File: config.mk
export PLATFORM = sky130hd
export DESIGN_NAME = imm_gen_pipe
export DESIGN_NICKNAME = d
export VERILOG_FILES = /design/src/rtl/imm_gen_pipe_pkg.sv /design/src/rtl/imm_gen_pipe_decode.sv /design/src/rtl/imm_gen_pipe.sv
export SDC_FILE = /design/constraint.sdc
export NUM_CORES = 1
export LEC_CHECK = 0
export CORE_MARGIN = 3
export CORE_UTILIZATION = 41
export CTS_CLUSTER_SIZE = 28
export DETAILED_ROUTE_END_ITERATION = 12
export GPL_TIMING_DRIVEN = 1
export RECOVER_POWER = 50
export SYNTH_ARGS = -nofsm -noshare
export SYNTH_HDL_FRONTEND = slang
export SYNTH_HIERARCHICAL = 1
export SYNTH_SLANG_ARGS = --single-unit
File: constraint.sdc
create_clock -name clk -period 30.6 [get_ports clk]
set_input_delay 4.59 -clock clk [delete_from_list [all_inputs] [get_ports clk]]
set_output_delay 4.59 -clock clk [all_outputs]
set_load 0.01 [all_outputs]
File: src/rtl/imm_gen_pipe_pkg.sv
// Shared definitions for the buffered immediate generator: opcodes and
// immediate-format encoding.
package imm_gen_pipe_pkg;

  localparam int unsigned TYPE_W = 3;

  localparam logic [6:0] OP_LOAD   = 7'b0000011;
  localparam logic [6:0] OP_IMM    = 7'b0010011;
  localparam logic [6:0] OP_IMM32  = 7'b0011011;
  localparam logic [6:0] OP_JALR   = 7'b1100111;
  localparam logic [6:0] OP_STORE  = 7'b0100011;
  localparam logic [6:0] OP_BRANCH = 7'b1100011;
  localparam logic [6:0] OP_LUI    = 7'b0110111;
  localparam logic [6:0] OP_AUIPC  = 7'b0010111;
  localparam logic [6:0] OP_JAL    = 7'b1101111;

  typedef enum logic [TYPE_W-1:0] {
    IMM_NONE = 3'd0,
    IMM_I    = 3'd1,
    IMM_S    = 3'd2,
    IMM_B    = 3'd3,
    IMM_U    = 3'd4,
    IMM_J    = 3'd5
  } imm_type_e;

endpackage

File: src/rtl/imm_gen_pipe_decode.sv
// Combinational immediate decoder: format, sign-extended immediate,
// PC-relative target and illegal-opcode flag.
module imm_decode
  import imm_gen_pipe_pkg::*;
#(
  parameter int unsigned XLEN = 64
) (
  input  logic [31:0]       i_inst,
  input  logic [XLEN-1:0]   i_pc,
  output logic [XLEN-1:0]   o_imm,
  output logic [XLEN-1:0]   o_target,
  output logic [TYPE_W-1:0] o_type,
  output logic              o_illegal
);

  imm_type_e   w_type;
  logic [31:0] w_imm32;

  // Every format fits in 32 bits; one sign extension to XLEN covers all.
  always_comb begin
    w_type    = IMM_NONE;
    w_imm32   = '0;
    o_illegal = 1'b0;
    case (i_inst[6:0])
      OP_LOAD, OP_IMM, OP_JALR: begin
        w_type  = IMM_I;
        w_imm32 = {{20{i_inst[31]}}, i_inst[31:20]};
      end
      OP_IMM32: begin
        if (XLEN == 64) begin
          w_type  = IMM_I;
          w_imm32 = {{20{i_inst[31]}}, i_inst[31:20]};
        end else begin
          o_illegal = 1'b1;
        end
      end
      OP_STORE: begin
        w_type  = IMM_S;
        w_imm32 = {{20{i_inst[31]}}, i_inst[31:25], i_inst[11:7]};
      end
      OP_BRANCH: begin
        w_type  = IMM_B;
        w_imm32 = {{20{i_inst[31]}}, i_inst[7], i_inst[30:25], i_inst[11:8], 1'b0};
      end
      OP_LUI, OP_AUIPC: begin
        w_type  = IMM_U;
        w_imm32 = {i_inst[31:12], 12'b0};
      end
      OP_JAL: begin
        w_type  = IMM_J;
        w_imm32 = {{12{i_inst[31]}}, i_inst[19:12], i_inst[20], i_inst[30:21], 1'b0};
      end
      default: o_illegal = 1'b1;
    endcase
  end

  assign o_imm    = XLEN'($signed(w_imm32));
  assign o_target = i_pc + o_imm;
  assign o_type   = w_type;

endmodule

File: src/rtl/imm_gen_pipe.sv
// Buffered immediate generator: decodes {inst, pc} on push and queues the
// results in a DEPTH-entry FIFO behind a valid/ready handshake.
module imm_gen_pipe
  import imm_gen_pipe_pkg::*;
#(
  parameter int unsigned XLEN  = 64,
  parameter int unsigned DEPTH = 2
) (
  input  logic              clk,
  input  logic              rst_n,
  input  logic              flush,
  input  logic              in_valid,
  output logic              in_ready,
  input  logic [31:0]       in_inst,
  input  logic [XLEN-1:0]   in_pc,
  output logic              out_valid,
  input  logic              out_ready,
  output logic [XLEN-1:0]   out_imm,
  output logic [XLEN-1:0]   out_target,
  output logic [TYPE_W-1:0] out_type,
  output logic              out_illegal
);

  localparam int unsigned PTR_W = $clog2(DEPTH);
  localparam int unsigned CNT_W = PTR_W + 1;

  logic [XLEN-1:0]   w_imm;
  logic [XLEN-1:0]   w_target;
  logic [TYPE_W-1:0] w_type;
  logic              w_illegal;
  logic              w_push;
  logic              w_pop;

  logic [PTR_W-1:0]  r_wr_ptr;
  logic [PTR_W-1:0]  r_rd_ptr;
  logic [CNT_W-1:0]  r_count;

  logic [XLEN-1:0]   r_imm     [DEPTH];
  logic [XLEN-1:0]   r_target  [DEPTH];
  logic [TYPE_W-1:0] r_type    [DEPTH];
  logic              r_illegal [DEPTH];

  imm_decode #(
    .XLEN(XLEN)
  ) u_decode (
    .i_inst    (in_inst),
    .i_pc      (in_pc),
    .o_imm     (w_imm),
    .o_target  (w_target),
    .o_type    (w_type),
    .o_illegal (w_illegal)
  );

  // Ready depends only on the registered count, never on out_ready.
  assign in_ready  = (r_count < CNT_W'(DEPTH));
  assign out_valid = (r_count != '0);
  assign w_push    = in_valid && in_ready && !flush;
  assign w_pop     = out_valid && out_ready && !flush;

  always_ff @(posedge clk or negedge rst_n) begin
    if (!rst_n) begin
      r_wr_ptr <= '0;
      r_rd_ptr <= '0;
      r_count  <= '0;
    end else if (flush) begin
      r_wr_ptr <= '0;
      r_rd_ptr <= '0;
      r_count  <= '0;
    end else begin
      if (w_push) r_wr_ptr <= r_wr_ptr + PTR_W'(1);
      if (w_pop)  r_rd_ptr <= r_rd_ptr + PTR_W'(1);
      case ({w_push, w_pop})
        2'b10:   r_count <= r_count + CNT_W'(1);
        2'b01:   r_count <= r_count - CNT_W'(1);
        default: r_count <= r_count;
      endcase
    end
  end

  always_ff @(posedge clk) begin
    if (w_push) begin
      r_imm[r_wr_ptr]     <= w_imm;
      r_target[r_wr_ptr]  <= w_target;
      r_type[r_wr_ptr]    <= w_type;
      r_illegal[r_wr_ptr] <= w_illegal;
    end
  end

  // Storage is unreset; outputs are gated so an empty FIFO presents zeros.
  assign out_imm     = out_valid ? r_imm[r_rd_ptr]     : '0;
  assign out_target  = out_valid ? r_target[r_rd_ptr]  : '0;
  assign out_type    = out_valid ? r_type[r_rd_ptr]    : '0;
  assign out_illegal = out_valid ? r_illegal[r_rd_ptr] : 1'b0;

endmodule

**Word-level counts from Yosys, hierarchy flattened**

Memory sizes are Yosys's and may differ from the RTL's.
Cells that the tools add are included.

- Bits in writable memories: 264
- Memories kept: 4
- Flip-flop bits (word level): 4
- Input port bits: 101
- Output and inout bits: 134

- Muxes and demuxes: 15
- Equality and inequality tests: 11
- Reduce and logical (&&, ||, !) cells: 12
- $add $sub $neg: 5
- Order comparisons: 1

Memories:

| memory | depth | width | read ports | clocked after memory_dff | write ports | line | text |
|---|---|---|---|---|---|---|---|
| r_imm | 2 | 64 | 1 | 0 | 1 | imm_gen_pipe.sv:38 | `logic [XLEN-1:0] r_imm [DEPTH];` |
| r_target | 2 | 64 | 1 | 0 | 1 | imm_gen_pipe.sv:39 | `logic [XLEN-1:0] r_target [DEPTH];` |
| r_type | 2 | 3 | 1 | 0 | 1 | imm_gen_pipe.sv:40 | `logic [TYPE_W-1:0] r_type [DEPTH];` |
| r_illegal | 2 | 1 | 1 | 0 | 1 | imm_gen_pipe.sv:41 | `logic r_illegal [DEPTH];` |

Operators by type and width:

| operator | count |
|---|---|
| 32-bit one-hot mux with 5 select lines | 1 |
| 64-bit 2-to-1 mux | 2 |
| 64-bit adder | 1 |
| 7-bit by 5-bit == test with 1-bit output, second input constant | 3 |
| 7-bit == test, second input constant | 3 |
| 3-bit one-hot mux with 5 select lines | 1 |
| 7-bit by 6-bit == test with 1-bit output, second input constant | 2 |
| 9-bit OR reduction | 1 |
| 1-bit 2-to-1 mux | 8 |
| 7-bit by 2-bit == test with 1-bit output, second input constant | 1 |
| 2-bit nonzero test | 3 |
| 1-bit logical AND | 4 |
| 2-bit one-hot mux with 2 select lines | 1 |
| 4-bit OR reduction | 1 |
| 3-bit 2-to-1 mux | 1 |
| 3-bit nonzero test | 1 |
| 1-bit adder, second input constant | 2 |
| 2-bit by 1-bit adder with 2-bit output, second input constant | 1 |
| 2-bit by 1-bit == test with 1-bit output, second input constant | 1 |
| 2-bit == test, second input constant | 1 |
| 2-bit < comparator, second input constant | 1 |
| 2-bit 2-to-1 mux | 1 |
| 2-bit OR reduction | 1 |
| 2-bit by 1-bit subtractor with 2-bit output, second input constant | 1 |
| 1-bit zero test | 1 |

**Depth between registers and ports, before layout**

- Word-level depth: 6
- Mapped depth: 20

**Modules after synthesis**

The synthesis kept the hierarchy.

Modules (own cells, without submodules):

| module | cells an instance | instances | area each (um^2) |
|---|---|---|---|
| imm_gen_pipe | 580 | 1 | 10236.1 |
| imm_decode | 636 | 1 | 4247.8 |

**Worst setup path before layout**

No wires, ideal clock.

- Kind: input to register
- From: input port in_valid
- To: memory r_illegal[1], enable pin
- Setup time: 0.812 ns
- Setup slack: 15.500 ns
- Path buffers: 0
- Data arrival time: 14.289 ns
- Stages: 2
- Path through: nand2b_1 > nor3b_1

- Cells in the longest elaborated chain, start to end: 4

Ends and longest elaborated chain:

| element | line | text |
|---|---|---|
| from (decl) | imm_gen_pipe.sv:12 | `input logic in_valid,` |
| 1-bit logical AND (2 in series) | imm_gen_pipe.sv:57 | `assign w_push = in_valid && in_ready && !flush;` |
| 1-bit 2-to-1 mux | imm_gen_pipe.sv:81 | `if (w_push) begin` |
| 1-bit 2-to-1 mux (implied by the code) | imm_gen_pipe.sv:85 | `r_illegal[r_wr_ptr] <= w_illegal;` |
| to (decl) | imm_gen_pipe.sv:41 |  |

No other way between the ends.

**Worst setup path in the final report**

- From: input port in_inst[5]
- To: memory r_target[0][60], data pin

- Cells in the longest elaborated chain, start to end: 4
- Elaborated cells on any way between the ends: 13
- Classes of those cells: add/sub (1); eq/ne (9); mux (1); reduce/logical (2)

Ends and longest elaborated chain:

| element | line | text |
|---|---|---|
| from (decl) | imm_gen_pipe.sv:14 | `input logic [31:0] in_inst,` |
| 7-bit by 2-bit == test with 1-bit output, or another cell as far along | imm_gen_pipe_decode.sv:24 | `case (i_inst[6:0])` |
| 4-bit OR reduction (no source line) or 2-bit OR reduction (tied branches) | n/a |  |
| 32-bit one-hot mux with 5 select lines (*) | imm_gen_pipe_decode.sv:24 |  |
| named net w_imm[31] | imm_gen_pipe.sv:27 | `logic [XLEN-1:0] w_imm;` |
| 64-bit adder (*) | imm_gen_pipe_decode.sv:58 | `assign o_target = i_pc + o_imm;` |
| named net w_target[60] | imm_gen_pipe.sv:28 | `logic [XLEN-1:0] w_target;` |
| to (decl) | imm_gen_pipe.sv:39 |  |

The timed path passes the listed nets; every way through them passes the cells marked *.

==> results.py <==
metrics = {
    "floorplan": {
        "initial_core_util": 0.417,
        "rows": 68,
        "dieHeight_um": 194,
        "die_w_um": 194,
        "die_area_mm2": 0.0376,
        "core_area_mm2": 0.0347,
        "io-pin-count": 235,
    },
    "sta": {
        "tightest_slew_ns": 4.27,
        "skew_ns": 0.0220,
        "period_needed_ns": 12.01,
        "clock.fmax_mhz": 83.3,
        "finalMaxSlewViolations": 471,
        "setup_ws_ns": 18.59,
        "rsz0062_at_grt": "no",
        "final-setup-viol-count": 0,
        "fin_setup_tns_ns": 0,
        "post-route-period-util": 0.393,
        "hold_viol_final": 0,
        "relSlewSlack": -1.85,
    },
    "worst_setup_path": {
        "crit_path_start_kind": "input port",
        "worstPathMaxFanout": 99,
        "crit_chain": "dlygate4sd3_1 > nor2b_1 > nor4b_1 > clkbuf_1 > or2_0 > nor2_1 > nor2b_4 > clkbuf_1 > ha_1 > a21o_1 > a21o_1 > a21oi_1 > o221ai_1 > a22oi_1 > o311ai_1 > a21oi_1 > nor3_1 > a311o_1",
        "endpoint_kind": "register",
        "criticalPathCategory": "in2reg",
        "cpMaxStageDelayCell": "clkbuf_1",
        "critPathMaxStageDelay_ns": 2.84,
        "worstPathArrival_ns": 12.30,
        "required_ns": 30.89,
        "reg2reg_setup_slack_ns": 23.35,
    },
    "yosys": {
        "synth_area_leader_cell": "edfxtp_1",
        "synth_cells": 1216,
        "ys_seq_area_frac": 0.554,
        "post_synth_num_cell_types": 69,
        "async_flop_share": 0.0149,
        "synth-edff-count": 264,
        "yosys_warnings": 6,
        "avgSynthCellArea_um2": 11.9,
        "yosysTopAreaCellShare": 0.547,
        "ys_top_cells_by_area": "edfxtp_1, mux2i_1, ha_1",
        "synth_ff_type": "edfxtp_1",
        "ys_seq_elements": 268,
        "syn_nets": 1381,
        "synth_area_mm2": 0.0145,
    },
    "clock_tree": {
        "postCtsSetupBuffers": 0,
        "cts_root_buf": "clkbuf_16",
        "clk_pin_slew_ns": 0.06,
        "clk_path_buf_depth": 3,
        "cts_hold_buf": 0,
        "cts_buffers": 30,
        "post_cts_resize_count": 0,
        "htreeDepth": 1,
        "cts_sinks": 268,
        "cts_tree": "built",
        "clk_latency_ns": 0.56,
    },
    "global_route": {
        "antenna_found_initial": 2,
        "grt_max_degree": 100,
        "grt_pass1_wl_mm": 57.0,
        "grt_use_total": 0.190,
        "grt_overflow_total": 0,
        "grt_pass1_vias": 9845,
    },
    "routing": {
        "vias": 10093,
        "routedWlPerCell_um": 20.1,
        "drc_errors": 0,
        "firstDrtPassIters": 5,
        "routed_via_density": 5.36,
        "drt_first_iter_violations": 635,
        "wirelength_mm": 37.9,
        "ant_nets": 0,
    },
    "placed_design": {
        "hpwl_mm": 27.0,
        "pre_cts_ws_ns": 20.84,
        "finalWeightedCongestion": 0.892,
        "place_area_mm2": 0.0169,
        "io_buffers": 234,
    },
    "layout": {
        "fillers": 3119,
        "utilization": 0.511,
        "fin_area_mm2": 0.0177,
        "nets": 1568,
        "drive_gt1_frac": 0.0392,
        "area_growth_pct": 22.5,
    },
    "status": {
        "status": "finished with violations",
        "violations": "capacitance limit, slew limit",
    },
    "power_and_ir_drop": {
        "p_leak_nw": 6.31,
        "power_density_mw_per_mm2": 50.8,
        "ir_drop_mv": 0.0462,
    },
    "min_path": {
        "hp-class": "reg2reg",
    },
    "run": {
        "drv_cap": 7,
    },
}
[power breakdown]
part           internal (mW)  switching, mW  leakage [nW]
registers              0.425        0.00610          2.42
logic                 0.0630         0.0750          3.45
clock network          0.187          0.144         0.438
[metrics by stage]
stage | power (mW) | hold slack [ns] | instances
6_report | 0.901 | 0.577 | 1884
5_1_grt | 0.936 | 0.675 | 1884
4_1_cts | 0.909 | 0.603 | 1882
3_5_place_dp | 0.576 | 0.586 | 1826
3_3_place_gp | 0.575 | 0.551 | 1826
2_1_floorplan | 0.521 | 0.519 | 1216
[synth_stat cells (all sizes together) (3+ instances only)]
cell type and count:
edfxtp 264, nor2 168, mux2i 132, a21oi 90
ha 63, buf 61, nand2 60, o21ai 45
a21o 42, xnor2 39, clkbuf 30, xor2 24
nand4 23, inv 20, nand3 19, nor3 17
o21bai 13, o21a 10, nor2b 9, and2 8
a211oi 6, a31oi 6, a22o 5, nand2b 5
nor4 5, o211ai 5, dfrtp 4, a21boi 3
o311ai 3, o31a 3, o31ai 3, or2 3
[sequential cells by signal, summed over array words and instances, names as in the netlist]
name and cells:
r_target 128, r_count 2, r_wr_ptr 1, r_imm 128, r_type 6, r_rd_ptr 1
r_illegal 2
[per-layer routing]
layer | part of all wire | track usage | vias to the layer above
li1 | - | - | 4875
met1 | 0.44 | 0.258 | 4868
met2 | 0.48 | 0.323 | 290
met3 | 0.047 | 0.0228 | 60
met4 | 0.028 | 0.0564 | 0
met5 | 0 | 0 | -
[final cells by class]
cell class | instances | area (µm²) | area share
clock inverter | 24 | 155 | 0.00874
antenna | 2 | 5.00 | 0.000282
tap | 455 | 569 | 0.0321
sequential | 268 | 8030 | 0.452
timing repair buffer | 246 | 2400 | 0.135
inverter | 20 | 75.1 | 0.00423
multi-input combinational | 837 | 5750 | 0.324
clock buffer | 32 | 758 | 0.0427
[final timing paths]
check / from / to / depth (start not counted)
min in group asynchronous: rst_n / r_wr_ptr / 1
min reg2reg: r_wr_ptr / r_wr_ptr / 2
min: r_wr_ptr / r_wr_ptr / 2
max reg2reg: r_count[1] / r_target[0][35] / 4
max in group asynchronous: rst_n / r_count[1] / 1
max: in_inst[5] / r_target[0][60] / 18
[layout by cell type, fill, tap and decap left out, types with 4 or more instances in the layout]
master	n
nand2b_1	5
nor3_1	16
a22o_1	5
clkbuf_1	11
nand3_1	19
clkbuf_16	30
and2_0	7
dfrtp_1	4
nor2b_1	8
ha_1	63
dlygate4sd3_1	7
a211oi_1	6
o21ai_0	37
xor2_1	24
a31oi_1	6
nand2_1	59
clkinv_1	13
clkinv_2	4
o21ai_1	6
nor4_1	5
mux2i_1	132
inv_1	20
o21a_1	10
edfxtp_1	264
nor2_1	167
clkdlybuf4s50_1	227
xnor2_1	39
nand4_1	23
a21oi_1	90
o211ai_1	4
a21o_1	42
o21bai_1	13
[logic make-up after synthesis]
| logic type | synth area share |
|---|---|
| adder cells (fa/ha/maj) | 0.0558 |
| AND/OR/NAND/NOR | 0.0997 |
| multiplexers | 0.0920 |
| flip-flops | 0.554 |
| XOR/XNOR | 0.0381 |
| AO/OA/AOI/OAI | 0.111 |
| buffers and inverters | 0.0490 |
[worst max-delay path: cells and delay by family]
family                   cells  cell delay (ns)
buffers and inverters        3             3.79
AO/OA/AOI/OAI                8             1.92
AND/OR/NAND/NOR              6             1.22
adder cells (fa/ha/maj)      1             0.72
Note: power is estimated with default switching activity, not from simulation.
